## src/rtl/full_adder_1_pkg.sv

```systemverilog
// full_adder_1_pkg
//   Shared definitions for the full_adder_1 slice.
//   - FA_DEFAULT_WIDTH : default operand width of full_adder_1.
//   - fa_bit_t         : result bundle of one 1-bit adder cell.
//   - fa_eval()        : reference equations for one 1-bit cell
//                        (sum, carry-out, bit generate, bit propagate).
package full_adder_1_pkg;

  localparam int unsigned FA_DEFAULT_WIDTH = 1;

  typedef struct packed {
    logic s;   // sum bit
    logic co;  // carry out
    logic g;   // bit generate  (a & b)
    logic p;   // bit propagate (a ^ b)
  } fa_bit_t;

  function automatic fa_bit_t fa_eval(input logic a, input logic b, input logic ci);
    fa_bit_t r;
    r.g  = a & b;
    r.p  = a ^ b;
    r.s  = r.p ^ ci;
    // Equivalent to the majority form (a&b)|(a&ci)|(b&ci) because g and p
    // are mutually exclusive.
    r.co = r.g | (r.p & ci);
    return r;
  endfunction

endpackage

```

## src/rtl/full_adder_1_fa_cell.sv

```systemverilog
// fa_cell
//   Purely combinational 1-bit full-adder cell used as the ripple element.
//   Ports:
//     a, b : operand bits
//     ci   : carry in
//     s    : sum bit
//     co   : carry out
//     g    : bit generate  (a & b)
//     p    : bit propagate (a ^ b)
module fa_cell
  import full_adder_1_pkg::*;
(
  input  logic a,
  input  logic b,
  input  logic ci,
  output logic s,
  output logic co,
  output logic g,
  output logic p
);

  fa_bit_t cell_res;

  assign cell_res = fa_eval(a, b, ci);
  assign s        = cell_res.s;
  assign co       = cell_res.co;
  assign g        = cell_res.g;
  assign p        = cell_res.p;

endmodule

```

## src/rtl/full_adder_1.sv

```systemverilog
// full_adder_1
//   WIDTH-bit ripple-carry adder built from fa_cell instances, with group
//   generate/propagate/overflow flags and a registered copy of the result.
//   Ports:
//     clk    : rising-edge clock, used only by sum_q/cout_q
//     rst    : synchronous active-high reset, clears only sum_q/cout_q
//     a, b   : WIDTH-bit operands
//     cin    : carry in
//     sum    : combinational sum  ({cout,sum} = a + b + cin)
//     cout   : combinational carry out
//     gen    : group generate (carry out that would occur with cin = 0)
//     prop   : group propagate (AND over a ^ b)
//     ovf    : signed overflow (carry into MSB XOR carry out)
//     sum_q  : sum registered on clk
//     cout_q : cout registered on clk
module full_adder_1
  import full_adder_1_pkg::*;
#(
  parameter int unsigned WIDTH = FA_DEFAULT_WIDTH
) (
  input  logic             clk,
  input  logic             rst,
  input  logic [WIDTH-1:0] a,
  input  logic [WIDTH-1:0] b,
  input  logic             cin,
  output logic [WIDTH-1:0] sum,
  output logic             cout,
  output logic             gen,
  output logic             prop,
  output logic             ovf,
  output logic [WIDTH-1:0] sum_q,
  output logic             cout_q
);

  // carry[i] is the carry into bit i; carry[WIDTH] is the carry out.
  logic [WIDTH:0]   carry;
  logic [WIDTH-1:0] g_bit;
  logic [WIDTH-1:0] p_bit;
  // gen_acc[i] is the group generate of bits [i-1:0], i.e. the carry into
  // bit i assuming cin = 0. Kept separate from the ripple so gen never
  // depends on cin.
  logic [WIDTH:0]   gen_acc;

  assign carry[0]   = cin;
  assign gen_acc[0] = 1'b0;

  generate
    for (genvar gi = 0; gi < WIDTH; gi++) begin : g_cell
      fa_cell u_cell (
        .a  (a[gi]),
        .b  (b[gi]),
        .ci (carry[gi]),
        .s  (sum[gi]),
        .co (carry[gi+1]),
        .g  (g_bit[gi]),
        .p  (p_bit[gi])
      );

      assign gen_acc[gi+1] = g_bit[gi] | (p_bit[gi] & gen_acc[gi]);
    end
  endgenerate

  assign cout = carry[WIDTH];
  assign gen  = gen_acc[WIDTH];
  assign prop = &p_bit;
  assign ovf  = carry[WIDTH-1] ^ carry[WIDTH];

  // Output register stage: one cycle of latency, reset wins over capture.
  always_ff @(posedge clk) begin
    if (rst) begin
      sum_q  <= '0;
      cout_q <= 1'b0;
    end else begin
      sum_q  <= sum;
      cout_q <= cout;
    end
  end

endmodule

```

## config.mk

```make
export PLATFORM = sky130hd
export DESIGN_NAME = full_adder_1
export DESIGN_NICKNAME = d
export VERILOG_FILES = /design/src/rtl/full_adder_1_pkg.sv /design/src/rtl/full_adder_1_fa_cell.sv /design/src/rtl/full_adder_1.sv
export SDC_FILE = /design/constraint.sdc
export NUM_CORES = 1
export LEC_CHECK = 0
export ABC_AREA = 1
export ABC_CLOCK_PERIOD_IN_PS = 1000
export BUFFER_PORTS_ARGS = -buffer_cell sky130_fd_sc_hd__buf_2
export CAP_MARGIN = 40
export CORE_AREA = 2 2 39 41
export DETAILED_ROUTE_END_ITERATION = 16
export DIE_AREA = 0 0 41 43
export PLACE_DENSITY = 0.32
export SYNTH_ARGS = -nofsm -noshare
export SYNTH_HDL_FRONTEND = slang
export SYNTH_SLANG_ARGS = --single-unit
export TNS_END_PERCENT = 50
```

## constraint.sdc

```tcl
create_clock -name clk -period 1 [get_ports clk]
set_input_delay 0.1 -clock clk [delete_from_list [all_inputs] [get_ports clk]]
set_output_delay 0.1 -clock clk [all_outputs]
set_load 0.02 [all_outputs]
```

## Word-level counts from Yosys, hierarchy flattened

Index checks and enable logic that the tools add are counted.

- Bitwise gates (word level): 6

Operators with widths:

| cell | number |
|---|---|
| $xor A1 B1 Y1 | 3 |
| $and A1 B1 Y1 | 2 |
| $or A1 B1 Y1 | 1 |

- Output and inout bits: 7
- Register bits: 2
- Bits of input ports: 5
- Word-level logic and storage cells: 8

## Logic depth before layout (Yosys ltp)

- Word-level depth: 4
- Depth in mapped cells: 4
- Depth with buffers taken out: 4

## Modules after synthesis

A second synthesis with hierarchy kept.

- Cell total of the unflattened synthesis: 12
- Area total of the unflattened synthesis: 102.6 um^2

Modules (own cells, without submodules):

| module | times used | area each (um^2) | cells each | sequential area each (um^2) |
|---|---|---|---|---|
| full_adder_1 | 1 | 70.1 | 10 | 40.0 |
| fa_cell | 1 | 32.5 | 2 | 0.0 |

## Worst setup path after synthesis

Ideal clock, no wire load.

- Path type: input port to output port
- Start point: input port a
- End point: output port ovf
- Required time: 0.900 ns
- Data arrival time: 0.946 ns
- Buffers on the path: 0
- Stages: 4
- Setup slack: -0.046 ns
- Cell sequence: fa_1 inv_1 nand2_1 nand2_1

- Longest elaborated chain between the ends: 4
- Elaborated cells on any way between the ends: 5
- Classes of those cells: bitwise: 5

Ends and longest elaborated chain:

| item | RTL line | text |
|---|---|---|
| start, declared | full_adder_1.sv:23 | `input logic [WIDTH-1:0] a,` |
| $xor A1 B1 Y1 | full_adder_1_pkg.sv:21 | `r.p = a ^ b;` |
| $and A1 B1 Y1 | full_adder_1_pkg.sv:25 | `r.co = r.g \| (r.p & ci);` |
| $or A1 B1 Y1 (*) | full_adder_1_pkg.sv:25 |  |
| $xor A1 B1 Y1 (*) | full_adder_1.sv:66 | `assign ovf = carry[WIDTH-1] ^ carry[WIDTH];` |
| end, declared | full_adder_1.sv:30 | `output logic ovf,` |

Every way passes the cells marked *; elsewhere a longest branch is shown, timed or not.

## Worst setup path after layout

- Start point: input port b
- End point: output port ovf

- Longest elaborated chain between the ends: 4
- Elaborated cells on any way between the ends: 5
- Classes of those cells: bitwise: 5

Ends and longest elaborated chain:

| item | RTL line | text |
|---|---|---|
| start, declared | full_adder_1.sv:24 | `input logic [WIDTH-1:0] b,` |
| $xor A1 B1 Y1 | full_adder_1_pkg.sv:21 |  |
| $and A1 B1 Y1 | full_adder_1_pkg.sv:25 |  |
| $or A1 B1 Y1 (*) | full_adder_1_pkg.sv:25 |  |
| $xor A1 B1 Y1 (*) | full_adder_1.sv:66 |  |

Marked as above.

==> summary.md <==
| Metric | Value |
|---|---|
| Crit path max fanout | 3 |
| Peak Freq | 0.9928 GHz |
| Clock transition at the registers of the reported paths | 0.03 ns |
| Setup WS pre-CTS | -0.06841 ns |
| Hold path startpoint | rst |
| Root buffer cell | clkbuf_4 |
| RD Place Congestion | 0.6281 |
| Slew HR | 92.45% |
| DR WL/cell | 7.900 um |
| Routed Antenna Nets | 0 |
| Final Max Tran Viols | 0 |
| Syn Nets | 19 |
| Status | complete, but fails checks |
| Starting Density | 7.414% |
| Longest Clk Path Bufs | 2 |
| Area share of the largest cell type after synthesis | 39.02% |
| Drt pass-1 iters | 3 |
| GRT Overall Usage | 7.121% |
| Area leader, netlist | dfxtp_1 |
| CP arrival | 0.91 ns |
| Core Area | 1384 sq um |
| Max Cap Viol | 0 |
| CP Launch Type | input pin |
| Final WS setup | -0.007202 ns |
| Placed instance count | 43 |
| Yosys reg bits | 2 |
| H-tree depth | 1 |
| DRC Markers | 0 |
| Final cell count without fillers | 50 |
| Routed WL | 395 um |
| Hold path cells | 2 |
| Minimum clock period | 1.007 ns |
| CTS tree | built |
| Worst VDD drop | 0.2918 mV |
| Dominant cells by area after synthesis | dfxtp_1, fa_1, ha_1 |
| Register area share after synthesis | 39.02% |
| Total power draw | 0.4169 mW |
| Most frequent cells in the layout | buf_4, buf_2, buf_6 |
| Worst hold slack | 0.04993 ns |
| Mapped Area | 102.6 sq um |
| Worst EP required | 0.90 ns |
| Sink Count | 2 |
| Layout filler cell count | 167 |
| Via density | 3.120 |
| RSZ-0062 raised after global routing | yes |
| Cell Rows | 14 |
| GR Overflow Total | 0 |
| N_diodes | 0 |
| CTS Hold Bufs | 0 |
| Syn. warnings | 0 |
| Worst min path class | in2reg |
| Worst slew pin tran | 0.1140 ns |
| Fraction of layout cells with a size suffix above 1 | 70.59% |
| Final Cycle Share | 100.7% |
| Die height | 43 um |
| Count of cell types in the netlist | 6 |
| Chip width | 41 um |
| Final Core Density | 20.80% |
| Largest net degree at the start of global routing | 4 |
| Final Hold Vio Count | 0 |
| Post-layout net count | 43 |
| Worst Hold Path EP | cout_q |
| I/O Buffers | 11 |
| Mean Syn Cell Area | 8.550 sq um |
| # setup viols final | 2 |
| Via count | 156 |
| Vias in the first global route | 153 |
| TritonCTS Buffers | 3 |
| Leakage | 0.1651 nW |
| First-pass GRT wire length | 648 um |
| Setup Crit Path Kind | in2out |
| Commonest non-fill, non-tap cell in the layout | buf_4 |
| Violated checks | negative setup slack |
| Layout area overhead | 180.5% |
| Io pins | 12 |
| Initial antenna violation count | 0 |
| Starting DRC count in detailed routing | 10 |
| Critical Path End Type | output pin |
| Pwr Density | 1449 nW/um^2 |
| Die Area | 1763 sq um |
| Cells after synthesis | 12 |
==> area by class of cell <==
| cell class | instances | area (sq um) | share of cell area [%] |
|---|---|---|---|
| flip-flops and latches | 2 | 40.04 | 13.91 |
| repair buffers | 19 | 140.1 | 48.70 |
| multi-input cells | 7 | 53.80 | 18.70 |
| well taps | 16 | 20.02 | 6.957 |
| clock buffers | 3 | 22.52 | 7.826 |
| inverters | 3 | 11.26 | 3.913 |
==> metrics by stage <==
step           instance area (sq um)  setup TNS (ns)
6_report                       287.8       -0.007699
5_1_grt                        287.8        -0.08653
4_1_cts                        281.5        -0.01471
3_5_place_dp                   210.2         -0.1426
3_3_place_gp                   210.2         -0.1034
2_1_floorplan                  105.1               0
==> repair_timing <==
action,CTS,global route
hold endpoints to repair,0,0
setup buffers,4,0
resized for setup,6,2
pin swaps,2,3
setup endpoints to repair,3,3
==> layer usage <==
layer	track usage, %	part of all wire (%)
met5	0	0
met4	8.000	1.0
met3	9.948	23
met2	6.250	35
met1	6.410	41
==> Yosys cell counts (all sizes together) <==
cell type,n
ha,1
nand2,3
fa,1
inv,3
dfxtp,2
nor2,2
==> how the worst max path moves through the flow <==
stage / slack [ns] / cells past startpoint / from / to
3_5_place_dp: -0.07 / 6 / a / ovf
3_3_place_gp: -0.05 / 6 / a / ovf
5_1_grt: -0.06 / 6 / b / ovf
6_report: -0.007 / 6 / b / ovf
2_1_floorplan: 0.07 / 4 / a / ovf
4_1_cts: -0.01 / 6 / cin / ovf
==> worst max-delay path, stage by stage <==
cell,delay (ns)
buf_6,0.10
fa_2,0.41
inv_2,0.07
nand2_1,0.05
nand2_1,0.07
buf_6,0.12
==> cells by family after synthesis <==
family | Yosys count | synth area share, %
flip-flops | 2 | 39.03
adder cells (fa/ha/maj) | 2 | 31.71
buffers and inverters | 3 | 10.97
AND/OR/NAND/NOR | 5 | 18.29
==> where the power goes <==
part	switching, mW	internal [mW]	total [mW]
Combinational	0.0728	0.0791	0.152
Sequential	0.00150	0.0874	0.0889
Clock	0.0439	0.132	0.176
==> flip-flops by register name (all words and copies together) (netlist names) <==
signal,count
sum_q,1
cout_q,1
(Power assumes the default switching activity.)
